==> src/rtl/dfb_reg_slave_if.sv <==
// Falcon-side 68000 bus signals seen by the DFB register slave.
// The master modport is the bus side; the slave modport is the register block.
interface dfb_reg_slave_if;
  logic [23:1] A;
  logic        XAS;
  logic        XUDS;
  logic        XLDS;
  logic        XRW;
  logic [15:0] DIN;
  logic [15:0] DOUT;
  logic        DOE;
  logic        XDTACK_OE;

  modport master (
    output A, XAS, XUDS, XLDS, XRW, DIN,
    input  DOUT, DOE, XDTACK_OE
  );

  modport slave (
    input  A, XAS, XUDS, XLDS, XRW, DIN,
    output DOUT, DOE, XDTACK_OE
  );
endinterface

==> src/rtl/dfb_reg_slave.sv <==
// DFB register slave: synchronizes the asynchronous 68000 strobes, decodes a
// 16-byte window and serves CTRL/STATUS/SCRATCH/ID with a programmable DTACK delay.
module dfb_reg_slave #(
  parameter logic [7:0]  BASE_ADDR   = 8'hF1,
  parameter int unsigned WAIT_STATES = 2,
  parameter logic [15:0] ID_VALUE    = 16'hDFB1
) (
  input  logic               XCPUCLK,
  input  logic               RST,
  dfb_reg_slave_if.slave     bus,
  input  logic [7:0]         STATUS_IN,
  output logic [15:0]        CTRL,
  output logic               BUSY
);

  localparam logic [3:0] WAIT_LOAD = 4'(WAIT_STATES);

  typedef enum logic [1:0] {
    ST_IDLE   = 2'd0,
    ST_WAIT   = 2'd1,
    ST_ACK    = 2'd2,
    ST_IGNORE = 2'd3
  } state_t;

  logic [1:0]  as_sync_r;
  logic [1:0]  uds_sync_r;
  logic [1:0]  lds_sync_r;
  logic        as_s;
  logic        uds_s;
  logic        lds_s;

  state_t      state_r;
  logic [3:0]  cnt_r;
  logic [2:0]  off_r;
  logic        rw_r;
  logic        uds_en_r;
  logic        lds_en_r;
  logic [15:0] din_r;
  logic [15:0] ctrl_r;
  logic [15:0] scratch_r;
  logic [15:0] dout_r;
  logic        doe_r;
  logic        dtack_r;
  logic [15:0] rd_data_s;
  logic        hit_s;

  // Merge new write data into a register only on the enabled byte lanes.
  function automatic logic [15:0] merge_lanes(
    input logic [15:0] old_val,
    input logic [15:0] new_val,
    input logic        upper_en,
    input logic        lower_en
  );
    logic [15:0] res;
    res[15:8] = upper_en ? new_val[15:8] : old_val[15:8];
    res[7:0]  = lower_en ? new_val[7:0]  : old_val[7:0];
    return res;
  endfunction

  assign as_s  = as_sync_r[1];
  assign uds_s = uds_sync_r[1];
  assign lds_s = lds_sync_r[1];
  assign hit_s = (bus.A[23:16] == BASE_ADDR) && (bus.A[15:4] == 12'h000);

  // Two-flop synchronizers for the asynchronous strobes.
  always_ff @(posedge XCPUCLK) begin
    if (!RST) begin
      as_sync_r  <= 2'b11;
      uds_sync_r <= 2'b11;
      lds_sync_r <= 2'b11;
    end else begin
      as_sync_r  <= {as_sync_r[0], bus.XAS};
      uds_sync_r <= {uds_sync_r[0], bus.XUDS};
      lds_sync_r <= {lds_sync_r[0], bus.XLDS};
    end
  end

  // Read data selected by the offset latched at the start of the cycle.
  always_comb begin
    rd_data_s = 16'h0000;
    case (off_r)
      3'd0:    rd_data_s = ctrl_r;
      3'd1:    rd_data_s = {8'h00, STATUS_IN};
      3'd2:    rd_data_s = scratch_r;
      3'd3:    rd_data_s = ID_VALUE;
      default: rd_data_s = 16'h0000;
    endcase
  end

  // Bus cycle FSM with registered DTACK, DOE, DOUT and register writes.
  always_ff @(posedge XCPUCLK) begin
    if (!RST) begin
      state_r   <= ST_IDLE;
      cnt_r     <= 4'd0;
      off_r     <= 3'd0;
      rw_r      <= 1'b1;
      uds_en_r  <= 1'b0;
      lds_en_r  <= 1'b0;
      din_r     <= 16'h0000;
      ctrl_r    <= 16'h0000;
      scratch_r <= 16'h0000;
      dout_r    <= 16'h0000;
      doe_r     <= 1'b0;
      dtack_r   <= 1'b0;
    end else begin
      case (state_r)
        ST_IDLE: begin
          doe_r   <= 1'b0;
          dtack_r <= 1'b0;
          if (!as_s && (!uds_s || !lds_s)) begin
            if (hit_s) begin
              state_r  <= ST_WAIT;
              off_r    <= bus.A[3:1];
              rw_r     <= bus.XRW;
              uds_en_r <= !uds_s;
              lds_en_r <= !lds_s;
              din_r    <= bus.DIN;
              cnt_r    <= WAIT_LOAD;
            end else begin
              state_r <= ST_IGNORE;
            end
          end
        end
        ST_WAIT: begin
          if (as_s) begin
            // Master gave up before DTACK: drop the cycle without side effects.
            state_r <= ST_IDLE;
          end else if (cnt_r == 4'd0) begin
            state_r <= ST_ACK;
            dtack_r <= 1'b1;
            doe_r   <= rw_r;
            dout_r  <= rd_data_s;
            if (!rw_r) begin
              case (off_r)
                3'd0:    ctrl_r    <= merge_lanes(ctrl_r, din_r, uds_en_r, lds_en_r);
                3'd2:    scratch_r <= merge_lanes(scratch_r, din_r, uds_en_r, lds_en_r);
                default: ctrl_r    <= ctrl_r;
              endcase
            end
          end else begin
            cnt_r <= cnt_r - 4'd1;
          end
        end
        ST_ACK: begin
          if (as_s) begin
            state_r <= ST_IDLE;
            dtack_r <= 1'b0;
            doe_r   <= 1'b0;
          end
        end
        ST_IGNORE: begin
          doe_r   <= 1'b0;
          dtack_r <= 1'b0;
          if (as_s) begin
            state_r <= ST_IDLE;
          end
        end
        default: begin
          state_r <= ST_IDLE;
          doe_r   <= 1'b0;
          dtack_r <= 1'b0;
        end
      endcase
    end
  end

  assign bus.DOUT      = dout_r;
  assign bus.DOE       = doe_r;
  assign bus.XDTACK_OE = dtack_r;
  assign CTRL          = ctrl_r;
  assign BUSY          = (state_r != ST_IDLE);

endmodule

==> src/flat_wrapper.sv <==
// flat-port wrapper written by rule: the top's interface ports become plain ports
module dfb_reg_slave_flat 
#(
  parameter logic [7:0]  BASE_ADDR   = 8'hF1,
  parameter int unsigned WAIT_STATES = 2,
  parameter logic [15:0] ID_VALUE    = 16'hDFB1
)
  (XCPUCLK, RST, STATUS_IN, CTRL, BUSY, bus_A, bus_XAS, bus_XUDS, bus_XLDS, bus_XRW, bus_DIN, bus_DOUT, bus_DOE, bus_XDTACK_OE);
  dfb_reg_slave_if bus_i ();
  input  logic XCPUCLK;
  input  logic RST;
  input  logic [7:0] STATUS_IN;
  output logic [15:0] CTRL;
  output logic BUSY;
  input wire logic [$bits(bus_i.A)-1:0] bus_A;
  input wire logic [$bits(bus_i.XAS)-1:0] bus_XAS;
  input wire logic [$bits(bus_i.XUDS)-1:0] bus_XUDS;
  input wire logic [$bits(bus_i.XLDS)-1:0] bus_XLDS;
  input wire logic [$bits(bus_i.XRW)-1:0] bus_XRW;
  input wire logic [$bits(bus_i.DIN)-1:0] bus_DIN;
  output wire logic [$bits(bus_i.DOUT)-1:0] bus_DOUT;
  output wire logic [$bits(bus_i.DOE)-1:0] bus_DOE;
  output wire logic [$bits(bus_i.XDTACK_OE)-1:0] bus_XDTACK_OE;
  assign bus_i.A = bus_A;
  assign bus_i.XAS = bus_XAS;
  assign bus_i.XUDS = bus_XUDS;
  assign bus_i.XLDS = bus_XLDS;
  assign bus_i.XRW = bus_XRW;
  assign bus_i.DIN = bus_DIN;
  assign bus_DOUT = bus_i.DOUT;
  assign bus_DOE = bus_i.DOE;
  assign bus_XDTACK_OE = bus_i.XDTACK_OE;
  dfb_reg_slave #(.BASE_ADDR(BASE_ADDR), .WAIT_STATES(WAIT_STATES), .ID_VALUE(ID_VALUE)) u_core (.XCPUCLK(XCPUCLK), .RST(RST), .bus(bus_i), .STATUS_IN(STATUS_IN), .CTRL(CTRL), .BUSY(BUSY));
endmodule
==> config.mk <==
export PLATFORM = sky130hd
export DESIGN_NAME = dfb_reg_slave_flat
export DESIGN_NICKNAME = d
export VERILOG_FILES = /design/src/rtl/dfb_reg_slave_if.sv /design/src/rtl/dfb_reg_slave.sv /design/src/flat_wrapper.sv
export SDC_FILE = /design/constraint.sdc
export NUM_CORES = 1
export LEC_CHECK = 0
export ABC_AREA = 1
export CAP_MARGIN = 20
export CORE_MARGIN = 4
export CORE_UTILIZATION = 40
export DETAILED_ROUTE_END_ITERATION = 6
export HOLD_SLACK_MARGIN = 0.12
export PLACE_DENSITY = 0.7
export SYNTH_ARGS = -nofsm -noshare
export SYNTH_HDL_FRONTEND = slang
export SYNTH_SLANG_ARGS = --single-unit
==> constraint.sdc <==
create_clock -name XCPUCLK -period 1.65 [get_ports XCPUCLK]
set_input_delay 0.165 -clock XCPUCLK [delete_from_list [all_inputs] [get_ports XCPUCLK]]
set_output_delay 0.165 -clock XCPUCLK [all_outputs]
set_load 0.005 [all_outputs]
==> flow_summary.yaml, run 1 <==
run_status:
  outcome: "complete, no violations"
floorplanning:
  row_count: 33
  core_um2: 8300
  ioPinCount: 88
  die-width_um: 101
  initial_utilization: 0.417
  die_height_um: 101
  die-area_um2: 10200
global_routing:
  grt_start_max_net_pins: 57
  grt_pass1_vias: 3039
  antenna_found_initial: 0
  grt_usage: 0.172
  grt.overflow.total: 0
  grt_pass1_wl_mm: 13.9
setup_path:
  critPathArrivalTime_ns: 1.41
  max_stage_delay_ns: 0.44
  path_class: "register to output pin"
  reg2reg_depth: 7
  crit_path_end_kind: "output pin"
  cp-start-kind: "register"
  reg2reg_slack_ns: 0.16
  cp_slowest_cell: "clkdlybuf4s50_1"
  required_ns: 1.48
  crit_fanout: 4
  crit_chain: "nor2_2 -> inv_1 -> clkdlybuf4s50_1"
sta:
  max_clock_freq_ghz: 0.635
  worstMarginPinSlew_ns: 0.485
  finalCriticalPeriod_ns: 1.57
  hold_slack_ns: 0.372
  hold_violations: 0
  setup_viol: 0
  skew_ns: 0.0129
  setup_tns_ns: 0
  maxSlewHeadroom: 0.676
  post-route-period-util: 0.954
  drv_slew: 0
  rsz0062_at_grt: "yes"
  fin_ws_ns: 0.0759
yosys:
  yosysSeqAreaShare: 0.486
  avgSynthCellArea_um2: 7.13
  yosys-top-cells-count: "nor2_1 (109), nand2_1 (98), dfxtp_1 (84)"
  synth.area.top_cells: "dfxtp_1 (49%), nor2_1 (12%), nand2_1 (11%)"
  yosysWarnings: 0
  synthCells: 485
  synth_cell_type_count: 25
  synthArstFlopShare: 0
  ys_seq_elements: 84
  netlist.top_cell.by_area: "dfxtp_1"
  synthFlopType: "dfxtp_1"
  synth_fp_nets: 540
  yosysTopAreaCellShare: 0.486
  synthesis.area_um2: 3460
  synth_edf_count: 0
  synth.most_common_cell: "nor2_1"
cells_and_area:
  layout.nets: 634
  syn_to_final_growth_pct: 37.3
  multiInputGateArea_um2: 1560
  nFillCells: 807
  diodes: 0
  regArea_um2: 1680
  final_cell_count_no_fill: 689
  drive_above_1_share: 0.0959
clocking:
  h-tree-depth: 3
  cts-root-buf: "clkbuf_8"
  clk_pin_slew_ns: 0.09
  cts_tree: "built"
  post_cts_buffers: 0
  cts_made_buffers: 9
  clk_latency_ns: 0.35
  clkSinkCount: 84
  ctsLongestPathBuffers: 2
detailed_routing:
  via_per_inst: 4.82
  antenna_left: 0
  vias: 3321
  wirelength_mm: 8.53
  drc: 0
  drt_first_pass_iters: 4
  wl_per_cell_um: 12.4
  drtIter0Drc: 161
placement:
  placed_cells: 673
  post-dp-hpwl_mm: 6.49
  place_congestion: 0.811
  pre_cts_slack_ns: -0.00197
  portBuffers: 87
power_and_ir_drop:
  power_leakage_nw: 1.83
  powerDensity_nw_per_um2: 794
  ir_drop_v: 0.000441
min_path:
  hold-path-cell-count: 2
  hold_class: "primary input to register"
flow_run:
  cap_violations: 0
## kinds of logic after synthesis
family / count (synthesis) / synth area share
AO/OA/AOI/OAI: 99 / 0.148
adder cells (fa/ha/maj): 2 / 0.00723
buffers and inverters: 58 / 0.0684
flip-flops: 84 / 0.486
AND/OR/NAND/NOR: 242 / 0.290
## placed cells by master (no fill, tap or decap), types with 5 or more instances in the layout
cell / n
a21oi_1: 34
buf_4: 13
clkbuf_8: 9
clkdlybuf4s50_1: 87
dfxtp_1: 84
inv_1: 33
nand2_1: 94
nand3_1: 13
nand4_1: 6
nor2_1: 108
o211ai_1: 6
o21ai_0: 53
o21ai_1: 5
or2_2: 7
## power by group
group / internal (W) / leakage [nW] / switching, W
Sequential: 0.00203 / 0.678 / 0.00000421
Combinational: 0.000145 / 1.05 / 0.0000839
Clock: 0.000723 / 0.101 / 0.000782
## flip-flops by register name, summed over array words and instances, names as in the netlist
name / count
u_core.cnt_r: 4
u_core.state_r: 2
u_core.rw_r: 1
u_core.lds_sync_r: 2
u_core.uds_sync_r: 2
u_core.din_r: 16
u_core.as_sync_r: 2
u_core.scratch_r: 16
u_core.CTRL: 16
u_core.uds_en_r: 1
u_core.off_r: 3
u_core.bus.DOUT: 16
u_core.bus.DOE: 1
u_core.bus.XDTACK_OE: 1
u_core.lds_en_r: 1
## critical path: cells and delay by family, from the launching register on
| kind | cells | cell delay, ns |
|---|---|---|
| and+or+nand+nor | 1 | 0.20 |
| DFF | 1 | 0.36 |
| buffers and inverters | 2 | 0.50 |
## layout make-up
class,count,share of cell area
clock buffers,9,0.0261
inverters,38,0.0300
multi-input cells,343,0.328
repair buffers,103,0.217
flip-flops and latches,84,0.354
clock inverters,7,0.0171
well taps,105,0.0277
## stage by stage
stage / instance area (µm²) / total power [W] / util
after CTS: 4730 / 0.00381 / 0.570
after detailed placement: 4530 / 0.00231 / 0.545
final: 4750 / 0.00377 / 0.572
after floorplan: 3460 / 0.00216 / -
after global routing: 4750 / 0.00392 / 0.572
after global placement: 4530 / 0.00231 / 0.545
## worst paths after layout
| path | startpoint | end |
|---|---|---|
| worst max-delay path | u_core.state_r[1] | BUSY |
| worst min-delay path | bus_XLDS | u_core.lds_sync_r[0] |
| worst max register to register | u_core.state_r[0] | u_core.CTRL[4] |
| worst min register to register | u_core.uds_sync_r[0] | u_core.uds_sync_r[1] |
## repair_timing
| action | in CTS | in global routing |
|---|---|---|
| hold buffers | 0 | 0 |
| resized for setup | 1 | 10 |
| endpoints found under the setup margin | 1 | 31 |
## layer usage
layer  wire (µm)  vias to the layer above  part of all wire  global-route usage
met4         109                        0             0.013              0.0552
met5           0                        -                 0                   0
met2        3720                       95              0.44               0.274
met3         526                        7             0.062              0.0388
met1        4170                     1481              0.49               0.231
li1            -                     1738                 -                   -
Note: power is estimated with default switching activity, not from simulation.
==> run 2, diff against run 1 <==
--- a/config.mk
+++ b/config.mk
@@ -9,6 +9,7 @@
 export CAP_MARGIN = 20
 export CORE_MARGIN = 4
 export CORE_UTILIZATION = 40
+export CTS_CLUSTER_SIZE = 24
 export DETAILED_ROUTE_END_ITERATION = 6
 export HOLD_SLACK_MARGIN = 0.12
 export PLACE_DENSITY = 0.7
==> constraint.sdc (replaced) <==
create_clock -name XCPUCLK -period 1.5 [get_ports XCPUCLK]
set_input_delay 0.15 -clock XCPUCLK [delete_from_list [all_inputs] [get_ports XCPUCLK]]
set_output_delay 0.15 -clock XCPUCLK [all_outputs]
set_load 0.005 [all_outputs]
==> run 2 against run 1 <==
Effect of this change:
- the flow now finishes with violations (setup timing)
- count of clock-buffer cells in the layout is 1 higher
- register-to-register slack worse by 0.17 ns
- worst hold slack worse by 0.012 ns
- utilization rose by 3.9 points
==> flow_summary.yaml, run 2 (same netlist as run 1, synthesis figures left out) <==
setup_path:
  crit_fanout: 8
  critPathArrivalTime_ns: 1.79
  crit_chain: "inv_2 -> ha_4 -> nand3_4 -> buf_6 -> nor2_4 -> clkbuf_16 -> nand2_4 -> a21oi_2"
  cp-start-kind: "register"
  path_class: "register to register"
  critPathBufInv: 3
  reg2reg_slack_ns: -0.006
  crit_family: "buffers and inverters"
  max_stage_delay_ns: 0.33
  cp_slowest_cell: "dfxtp_2"
  required_ns: 1.79
  crit_path_end_kind: "register"
power_and_ir_drop:
  pwr-share-seq: 0.538
  internal-power_w: 0.00323
  p_switching_w: 0.000938
  ir_drop_v: 0.000448
  netSwitchingFraction: 0.225
  pwr-share-comb: 0.064
  clkPwrFrac: 0.398
  powerDensity_nw_per_um2: 823
  power_leakage_nw: 2.04
clocking:
  clk_pin_slew_ns: 0.09
  ctsLongestPathBuffers: 2
  cts_made_buffers: 9
  clkSinkCount: 84
  h-tree-depth: 3
  cts-root-buf: "clkbuf_8"
  clk_latency_ns: 0.35
  cts_tree: "built"
floorplanning:
  row_count: 33
  die_height_um: 101
  ioPinCount: 88
  die-width_um: 101
  die-area_um2: 10200
  core_um2: 8300
  initial_utilization: 0.417
global_routing:
  grt.overflow.total: 0
  grt_start_max_net_pins: 57
  grt_pass1_vias: 2971
  grt_usage: 0.169
  grt_pass1_wl_mm: 13.8
  antenna_found_initial: 0
detailed_routing:
  vias: 3380
  via_per_inst: 4.79
  antenna_left: 0
  wirelength_mm: 8.98
  drc: 0
  wl_per_cell_um: 12.7
  drtIter0Drc: 109
  drt_first_pass_iters: 4
cells_and_area:
  drive_above_1_share: 0.172
  layout_commonest_cell: "nor2_1"
  syn_to_final_growth_pct: 46.5
  nFillCells: 761
  diodes: 0
  layout_common_cells: "nor2_1 (107), nand2_1 (88), clkdlybuf4s50_1 (86)"
  layout.nets: 650
sta:
  rsz0062_at_grt: "yes"
  skew_ns: 0.0126
  maxSlewHeadroom: 0.758
  worstMarginPinSlew_ns: 0.361
  fin_ws_ns: -0.00556
  max_clock_freq_ghz: 0.664
  hold_violations: 0
  setup_viol: 3
  hold_slack_ns: 0.360
  drv_slew: 0
  finalCriticalPeriod_ns: 1.51
  setup_tns_ns: -0.00725
  post-route-period-util: 1.00
placement:
  place_congestion: 0.826
  portBuffers: 87
  post-dp-hpwl_mm: 6.53
run_status:
  violations: "setup timing"
  outcome: "complete, but fails checks"
flow_run:
  cap_violations: 0
min_path:
  hold_class: "primary input to register"
## run 2: cell types whose count changed in the layout (fill, tap and decap cells not counted), moves of 5 or more
cell / previous run / this run
inv_1: 33 / 28
a21oi_1: 34 / 22
a21oi_2: 0 / 12
o21ai_0: 53 / 37
o21ai_1: 5 / 20
buf_4: 13 / 21
nand2_4: 1 / 7
nand2_1: 94 / 88
## run 2: area by class of cell
class                           count  area (µm²)  area share
Clock inverter                      6        72.6      0.0143
Timing Repair inverter              1        7.51     0.00148
Inverter                           38         154      0.0304
Clock buffer                       10         138      0.0272
Multi-Input combinational cell    344        1700       0.336
Tap cell                          105         131      0.0259
Timing Repair Buffer              117        1180       0.232
Sequential cell                    84        1690       0.333
## run 2: final timing paths
path | startpoint | endpoint | depth (start not counted)
max | u_core.cnt_r[1] | u_core.bus.DOUT[5] | 8
max reg2reg | u_core.cnt_r[1] | u_core.bus.DOUT[5] | 8
min reg2reg | u_core.lds_sync_r[0] | u_core.lds_sync_r[1] | 1
min | bus_XAS | u_core.as_sync_r[0] | 2
## run 2: metal layers
layer  part of all wire  wire, µm  GRT usage  vias to the layer above
met5                  0         0          0                        -
met2               0.46      4140      0.258                       76
met4              0.018       158     0.0634                        0
li1                   -         -          -                     1781
met1               0.47      4250      0.237                     1510
met3              0.048       430     0.0298                       13
## run 2: power groups by stage
stage                      logic, W  registers, W  clock network (W)
after floorplan           0.0000864       0.00229                  0
after global placement     0.000255       0.00229                  0
after detailed placement   0.000257       0.00229                  0
after CTS                  0.000259       0.00224            0.00169
after global routing       0.000293       0.00224            0.00179
final                      0.000267       0.00224            0.00166
## run 2: stage by stage
step	instance area, µm²	instances	utilization	setup slack (ns)	total power (W)
after floorplan	3460	485	-	0.0669	0.00238
after global placement	4630	685	0.558	-0.0856	0.00255
after detailed placement	4630	685	0.558	-0.111	0.00255
after CTS	4860	701	0.585	-0.00745	0.00419
after global routing	5070	705	0.611	-0.0693	0.00432
final	5070	705	0.611	-0.00556	0.00417
## run 2: timing repair
item                                    in CTS  in global routing
resized for setup                           10                 70
setup buffers                                0                  1
endpoints found under the hold margin        0                  0
endpoints found under the setup margin      27                 67
cloned                                       0                  3
pin swaps                                    0                 12
hold buffers                                 0                  0
